--- config.mk ---
export PLATFORM = sky130hd
export DESIGN_NAME = exhaustive_sweep_capture
export DESIGN_NICKNAME = d
export VERILOG_FILES = /design/src/rtl/sweep_pkg.sv /design/src/rtl/sweep_misr.sv /design/src/rtl/exhaustive_sweep_capture.sv
export SDC_FILE = /design/constraint.sdc
export NUM_CORES = 1
export LEC_CHECK = 0
export ABC_AREA = 1
export BUFFER_PORTS_ARGS = -buffer_cell sky130_fd_sc_hd__buf_2
export CAP_MARGIN = 20
export CORE_MARGIN = 1.5
export CORE_UTILIZATION = 46
export CTS_BUF_LIST = sky130_fd_sc_hd__clkbuf_8 sky130_fd_sc_hd__clkbuf_16
export CTS_CLUSTER_SIZE = 25
export DETAILED_ROUTE_END_ITERATION = 10
export HOLD_SLACK_MARGIN = 0.03
export PLACE_DENSITY_LB_ADDON = 0.15
export SLEW_MARGIN = 20
export SYNTH_ARGS = -nofsm -noshare
export SYNTH_HDL_FRONTEND = slang
export SYNTH_SLANG_ARGS = --single-unit
--- constraint.sdc ---
create_clock -name CK -period 1.8 [get_ports CK]
set_input_delay 0.18 -clock CK [delete_from_list [all_inputs] [get_ports CK]]
set_output_delay 0.18 -clock CK [all_outputs]
set_load 0.05 [all_outputs]
--- src/rtl/sweep_pkg.sv ---
// Shared FSM state encoding and default MISR polynomial for exhaustive_sweep_capture.
package sweep_pkg;

   typedef enum logic [2:0] {
      IDLE   = 3'd0,
      DRIVE  = 3'd1,
      SAMPLE = 3'd2,
      EMIT   = 3'd3,
      DONE   = 3'd4
   } sweep_state_e;

   localparam logic [15:0] POLY = 16'h1021;

endpackage

--- src/rtl/sweep_misr.sv ---
// Multiple-input signature register folding each accepted {pattern, response} record.
module sweep_misr
   import sweep_pkg::*;
#(
   parameter int SIG_W = 16,
   parameter int DIN_W = 4
) (
   input  logic             CK,
   input  logic             reset,
   input  logic             clr,
   input  logic             en,
   input  logic [DIN_W-1:0] din,
   output logic [SIG_W-1:0] sig
);

   localparam logic [SIG_W-1:0] POLY_W = SIG_W'(POLY);

   // Shift left, feed back the polynomial on a dropped MSB, then fold in the record.
   function automatic logic [SIG_W-1:0] misr_next(input logic [SIG_W-1:0] s,
                                                  input logic [DIN_W-1:0] d);
      logic [SIG_W-1:0] fb;
      fb = s[SIG_W-1] ? POLY_W : '0;
      return {s[SIG_W-2:0], 1'b0} ^ fb ^ SIG_W'(d);
   endfunction

   always_ff @(posedge CK) begin
      if (reset) begin
         sig <= '0;
      end else if (clr) begin
         sig <= '0;
      end else if (en) begin
         sig <= misr_next(sig, din);
      end
   end

endmodule

--- src/rtl/exhaustive_sweep_capture.sv ---
// Drives every N_IN-bit pattern to a benchmark DUT, samples its response after a settle
// window and emits {pattern, response} records. Optional signature via SWEEP_MISR_EN.
module exhaustive_sweep_capture
   import sweep_pkg::*;
#(
   parameter int N_IN   = 3,
   parameter int OUT_W  = 1,
   parameter int SETTLE = 1,
   parameter int SIG_W  = 16
) (
   input  logic             CK,
   input  logic             reset,
   input  logic             start,
   output logic             busy,
   output logic             done,
   output logic [N_IN-1:0]  pat,
   input  logic [OUT_W-1:0] dut_out,
   output logic             rec_valid,
   input  logic             rec_ready,
   output logic [N_IN-1:0]  rec_pat,
   output logic [OUT_W-1:0] rec_resp,
   output logic [SIG_W-1:0] sig
);

   localparam int CNT_W = $clog2(SETTLE + 1);
   localparam logic [CNT_W-1:0] SETTLE_LAST = CNT_W'(SETTLE - 1);
   localparam logic [N_IN-1:0]  PAT_LAST    = '1;

   if (SETTLE < 1) begin : g_settle_chk
      $error("exhaustive_sweep_capture: SETTLE must be at least 1");
   end

   sweep_state_e     state;
   logic [CNT_W-1:0] settle_cnt;

   always_ff @(posedge CK) begin
      if (reset) begin
         state      <= IDLE;
         pat        <= '0;
         settle_cnt <= '0;
         rec_pat    <= '0;
         rec_resp   <= '0;
      end else begin
         case (state)
            IDLE: begin
               if (start) begin
                  state      <= DRIVE;
                  pat        <= '0;
                  settle_cnt <= '0;
               end
            end
            DRIVE: begin
               if (settle_cnt == SETTLE_LAST) begin
                  state      <= SAMPLE;
                  settle_cnt <= '0;
               end else begin
                  settle_cnt <= settle_cnt + CNT_W'(1);
               end
            end
            SAMPLE: begin
               rec_pat  <= pat;
               rec_resp <= dut_out;
               state    <= EMIT;
            end
            EMIT: begin
               // The all-ones pattern ends the sweep, so pat never wraps within one.
               if (rec_ready) begin
                  if (pat == PAT_LAST) begin
                     state <= DONE;
                  end else begin
                     pat   <= pat + N_IN'(1);
                     state <= DRIVE;
                  end
               end
            end
            DONE: begin
               state <= IDLE;
            end
            default: begin
               state <= IDLE;
            end
         endcase
      end
   end

   assign busy      = (state != IDLE);
   assign done      = (state == DONE);
   assign rec_valid = (state == EMIT);

`ifdef SWEEP_MISR_EN
   if (SIG_W < N_IN + OUT_W) begin : g_sig_chk
      $error("exhaustive_sweep_capture: SIG_W must cover N_IN+OUT_W");
   end

   logic misr_clr;
   logic misr_en;

   assign misr_clr = (state == IDLE) && start;
   assign misr_en  = rec_valid && rec_ready;

   sweep_misr #(
      .SIG_W (SIG_W),
      .DIN_W (N_IN + OUT_W)
   ) u_misr (
      .CK    (CK),
      .reset (reset),
      .clr   (misr_clr),
      .en    (misr_en),
      .din   ({rec_pat, rec_resp}),
      .sig   (sig)
   );
`else
   assign sig = '0;
`endif

endmodule

# After elaboration in Yosys (flattened, before gate mapping)

Cells that the tools add are included.

Register bits after elaboration: 11
Logic and storage cells: 35
Output and inout port bits: 26

Reduce and logical (&&, ||, !) cells: 7
Add/subtract/negate cells: 2
Equality and inequality tests: 9
Muxes and demuxes: 12

Operators with widths:

| cell                | count |
|---|---|
| $mux 3              | 7 |
| $pmux 3 s4          | 1 |
| $eq 3x2->1 const B  | 2 |
| $eq 3x3->1 const B  | 2 |
| $ne 2x2->1 const B  | 3 |
| $pmux 3 s2          | 1 |
| $reduce_and 4->1    | 1 |
| $reduce_bool 2->1   | 2 |
| $add 3x1->3 const B | 1 |
| $eq 3x1->1 const B  | 1 |
| $logic_not 3->1     | 1 |
| $reduce_and 3->1    | 1 |
| $reduce_bool 3->1   | 1 |
| $mux 1              | 2 |
| $ne 2x1->1 const B  | 1 |
| $pmux 1 s2          | 1 |
| $reduce_and 2->1    | 1 |
| $add 1x1->1 const B | 1 |

# Logic depth before layout (Yosys ltp)

Depth after elaboration: 4
Gate-level depth with buffers: 8
Depth with buffers taken out: 8

# Worst setup path before layout

No wires, ideal clock.

Path kind: register to register
Start point: reg pat[1]
End point: reg pat[0]
Period minus slack after synthesis: 1559 ps
Arrival: 1442 ps
Slack: 241 ps
Cell stages (with the launch flop): 8
Path buffers: 0
Library setup time: 117 ps
Path through: dfxtp_1 -> ha_1 -> ha_1 -> inv_1 -> nand2_1 -> nand2_4 -> a21oi_1 -> nor2_1

Longest elaborated chain between the ends: 3

Ends and longest elaborated chain:

| element                    | RTL line                       | RTL |
|---|---|---|
| start: declaration         | exhaustive_sweep_capture.sv:16 | `output logic [N_IN-1:0] pat,` |
| start signal: assignment   | exhaustive_sweep_capture.sv:71 | `pat <= pat + N_IN'(1);` |
| $eq 3x3->1                 | exhaustive_sweep_capture.sv:68 | `if (pat == PAT_LAST) begin` |
| $ne 2x2->1 (no line)       | -                              |  |
| $reduce_and 4->1 (no line) | -                              |  |

No other way between the ends.
A chain may end at the register's enable or synchronous reset.

# Worst setup path after layout

Start point: reg state[1]
End point: out rec_valid

Longest elaborated chain between the ends: 1

Ends and longest elaborated chain:

| element                  | RTL line                       | RTL |
|---|---|---|
| start: declaration       | exhaustive_sweep_capture.sv:33 | `sweep_state_e state;` |
| start signal: assignment | exhaustive_sweep_capture.sv:38 | `state <= IDLE;` |
| start signal: assignment | exhaustive_sweep_capture.sv:47 | `state <= DRIVE;` |
| start signal: assignment | exhaustive_sweep_capture.sv:54 | `state <= SAMPLE;` |
| $eq 3x2->1               | exhaustive_sweep_capture.sv:88 | `assign rec_valid = (state == EMIT);` |
| end: declaration         | exhaustive_sweep_capture.sv:18 | `output logic rec_valid,` |

No other way between the ends.

==> run metrics <==
pin count of the biggest net entering global routing=9; die area=1567 sq um; WS Path Type=reg -> out; worst min-delay path category=in -> reg; CTS H-Tree Depth=1; Yosys cell types=17; hold_buf cts=0; vias in the first global route=approximately 390; Critical Path AT=1.23 ns; FF+latch count, synth=10; core area=1269 sq um; Clock transition at path regs=0.05 ns; reg2reg start=pat[0]; Area after DPL=640.6 sq um; Leakage=0.3952 nW; Final ANT Viol Nets=0; Fin Clk Skew=0.001173 ns; Power Density=around 1200 nW/um^2; hpwl dp=approximately 830 um; Root Buffer=clkbuf_8; Seq/Total Area, Yosys=approximately 33%; WHS Endpoint=state[2]; CTS buffer count=3; Final min period=1.413 ns; worst skew pair latency=0.24 ns; Die Height=approximately 40 um; ranking of synthesized cells by area=dfxtp_1 (33%), buf_4 (20%), nand2_1 (7.9%); Vias/cell=4.400; Worst Path Required=1.62 ns; # Post-CTS Setup Buffers=0; Iteration-0 DRC Markers=17; GPL Wtd Cong=0.7049; Final Hold Viols=0; reg2reg end=pat[2]; cell taking the most area after synthesis=dfxtp_1; RSZ-0062 raised after global routing=no; global-route wire length before repair=1580 um; Worst IR Drop VDD=0.0005251 V; routed via count=528; Setup WS pre-CTS=0.5390 ns; crit path launch type=register; Syn Std Cell Area=615.6 sq um; Hold Path Depth=2; n_diodes=0; Final nets=113; GRT Total Usage=approximately 16%; fmax=707.5 MHz; wire per inst=8.950 um; share of layout cells above drive strength 1=20.95%; CTS tree=yes; TNS Setup=0 ns; crit share post-route=78.52%; Area Growth Syn to Fin=13.01%; Final setup viols=0; post-route cell area=695.7 sq um; drt first pass iters=4; flop-to-flop setup slack=0.53 ns; Reg2Reg Depth=8; hold wc startpoint=reset; filler cell count=132; syn_area_per_cell=about 7.0 sq um; synth warn=0; status=finished clean; final setup margin=between 0.3 and 0.4 ns; # rows=13; Sinks on Clock Net=10; initial antenna violation count=0; fin. max-slew vios=0; clk buf depth=2; GRT overflow=0; post-CTS sizing=0; DRC viols=0; initial core utilization=48.52%; cells after synthesis=88; I/O pin total=31; Crit Path Max Fanout=6; WL final=1074 um; Die Width=just under 40 um; I/O Buffers=14; top-area cell type share of the netlist area=around 33%; Worst Setup End Kind=output pin; max_cap viols=0
==> final cells by class <==
class | count | area (sq um) | area share (%)
well taps | 15 | 18.77 | 2.698
repair buffers | 14 | 70.07 | 10.07
flip-flops and latches | 10 | 200.2 | 28.78
multi-input cells | 66 | 310.3 | 44.60
inverters | 11 | 41.29 | 5.935
clock buffers | 4 | 55.05 | 7.914
==> kinds of logic after synthesis <==
| group | Yosys count | synth area share, % |
|---|---|---|
| DFF | 10 | 32.52 |
| other | 1 | 0.6092 |
| buffers and inverters | 27 | 26.22 |
| adders and majority gates | 2 | 4.064 |
| and+or+nand+nor | 38 | 28.25 |
| AOI/OAI and AO/OA | 10 | 8.333 |
==> cell usage in the layout (no fill, tap or decap), types with 2 or more instances in the layout <==
cell       n
dfxtp_1   10
clkbuf_8   4
o21ai_0    4
nand3_1    7
buf_2     14
nand2_1   13
inv_1     10
ha_1       2
nor2_1    13
a21oi_1    5
conb_1    16
==> through the flow <==
| stage | cells | power, mW | hold slack, ns | util, % |
|---|---|---|---|---|
| after floorplan | 103 | 0.5601 | 0.2491 | - |
| after global placement | 116 | 0.5831 | 0.3835 | 50.49 |
| after detailed placement | 116 | 0.5837 | 0.3822 | 50.49 |
| after CTS | 120 | 0.8699 | 0.1303 | 54.83 |
| after global routing | 120 | 0.9096 | 0.1360 | 54.83 |
| final | 120 | 0.8667 | 0.1320 | 54.83 |
==> metal layers <==
metal	wire, um	track usage, %
met5	0	0
met4	36	15.52
met3	90	6.250
met2	457	22.95
met1	491	18.43
==> sequential cells by signal, summed over array words and instances, names as in the netlist <==
| register | flops |
|---|---|
| rec_resp | 1 |
| state | 3 |
| rec_pat | 3 |
| pat | 3 |
==> synth_stat cells, drive strengths merged <==
cell type,instances
a31oi,1
a21oi,5
nor2,14
ha,2
nand3,7
inv,11
nand4,1
o21ai,4
nand2,15
or2,1
conb,1
dfxtp,10
buf,16
==> worst max-delay path: stages, from the launching register on <==
cell and delay (ns):
dfxtp_1 0.40, nand2_2 0.10, nor2_4 0.19, buf_2 0.30
==> power by group <==
part           total (mW)  switching (mW)  internal (mW)
Combinational       0.308           0.247         0.0604
Sequential          0.272          0.0219          0.250
Clock               0.287          0.0945          0.193
Total               0.867           0.364          0.503
==> worst max-delay path by stage <==
stage / start / endpoint / slack, ns / cells past startpoint
4_1_cts: state[1] / rec_valid / 0.39 / 3
3_3_place_gp: pat[0] / pat[1] / 0.58 / 8
2_1_floorplan: pat[1] / pat[0] / 0.24 / 7
5_1_grt: state[1] / rec_valid / 0.33 / 3
3_5_place_dp: pat[0] / pat[0] / 0.54 / 8
6_report: state[1] / rec_valid / 0.39 / 3
No activity file was read; power rests on OpenSTA's default activity.
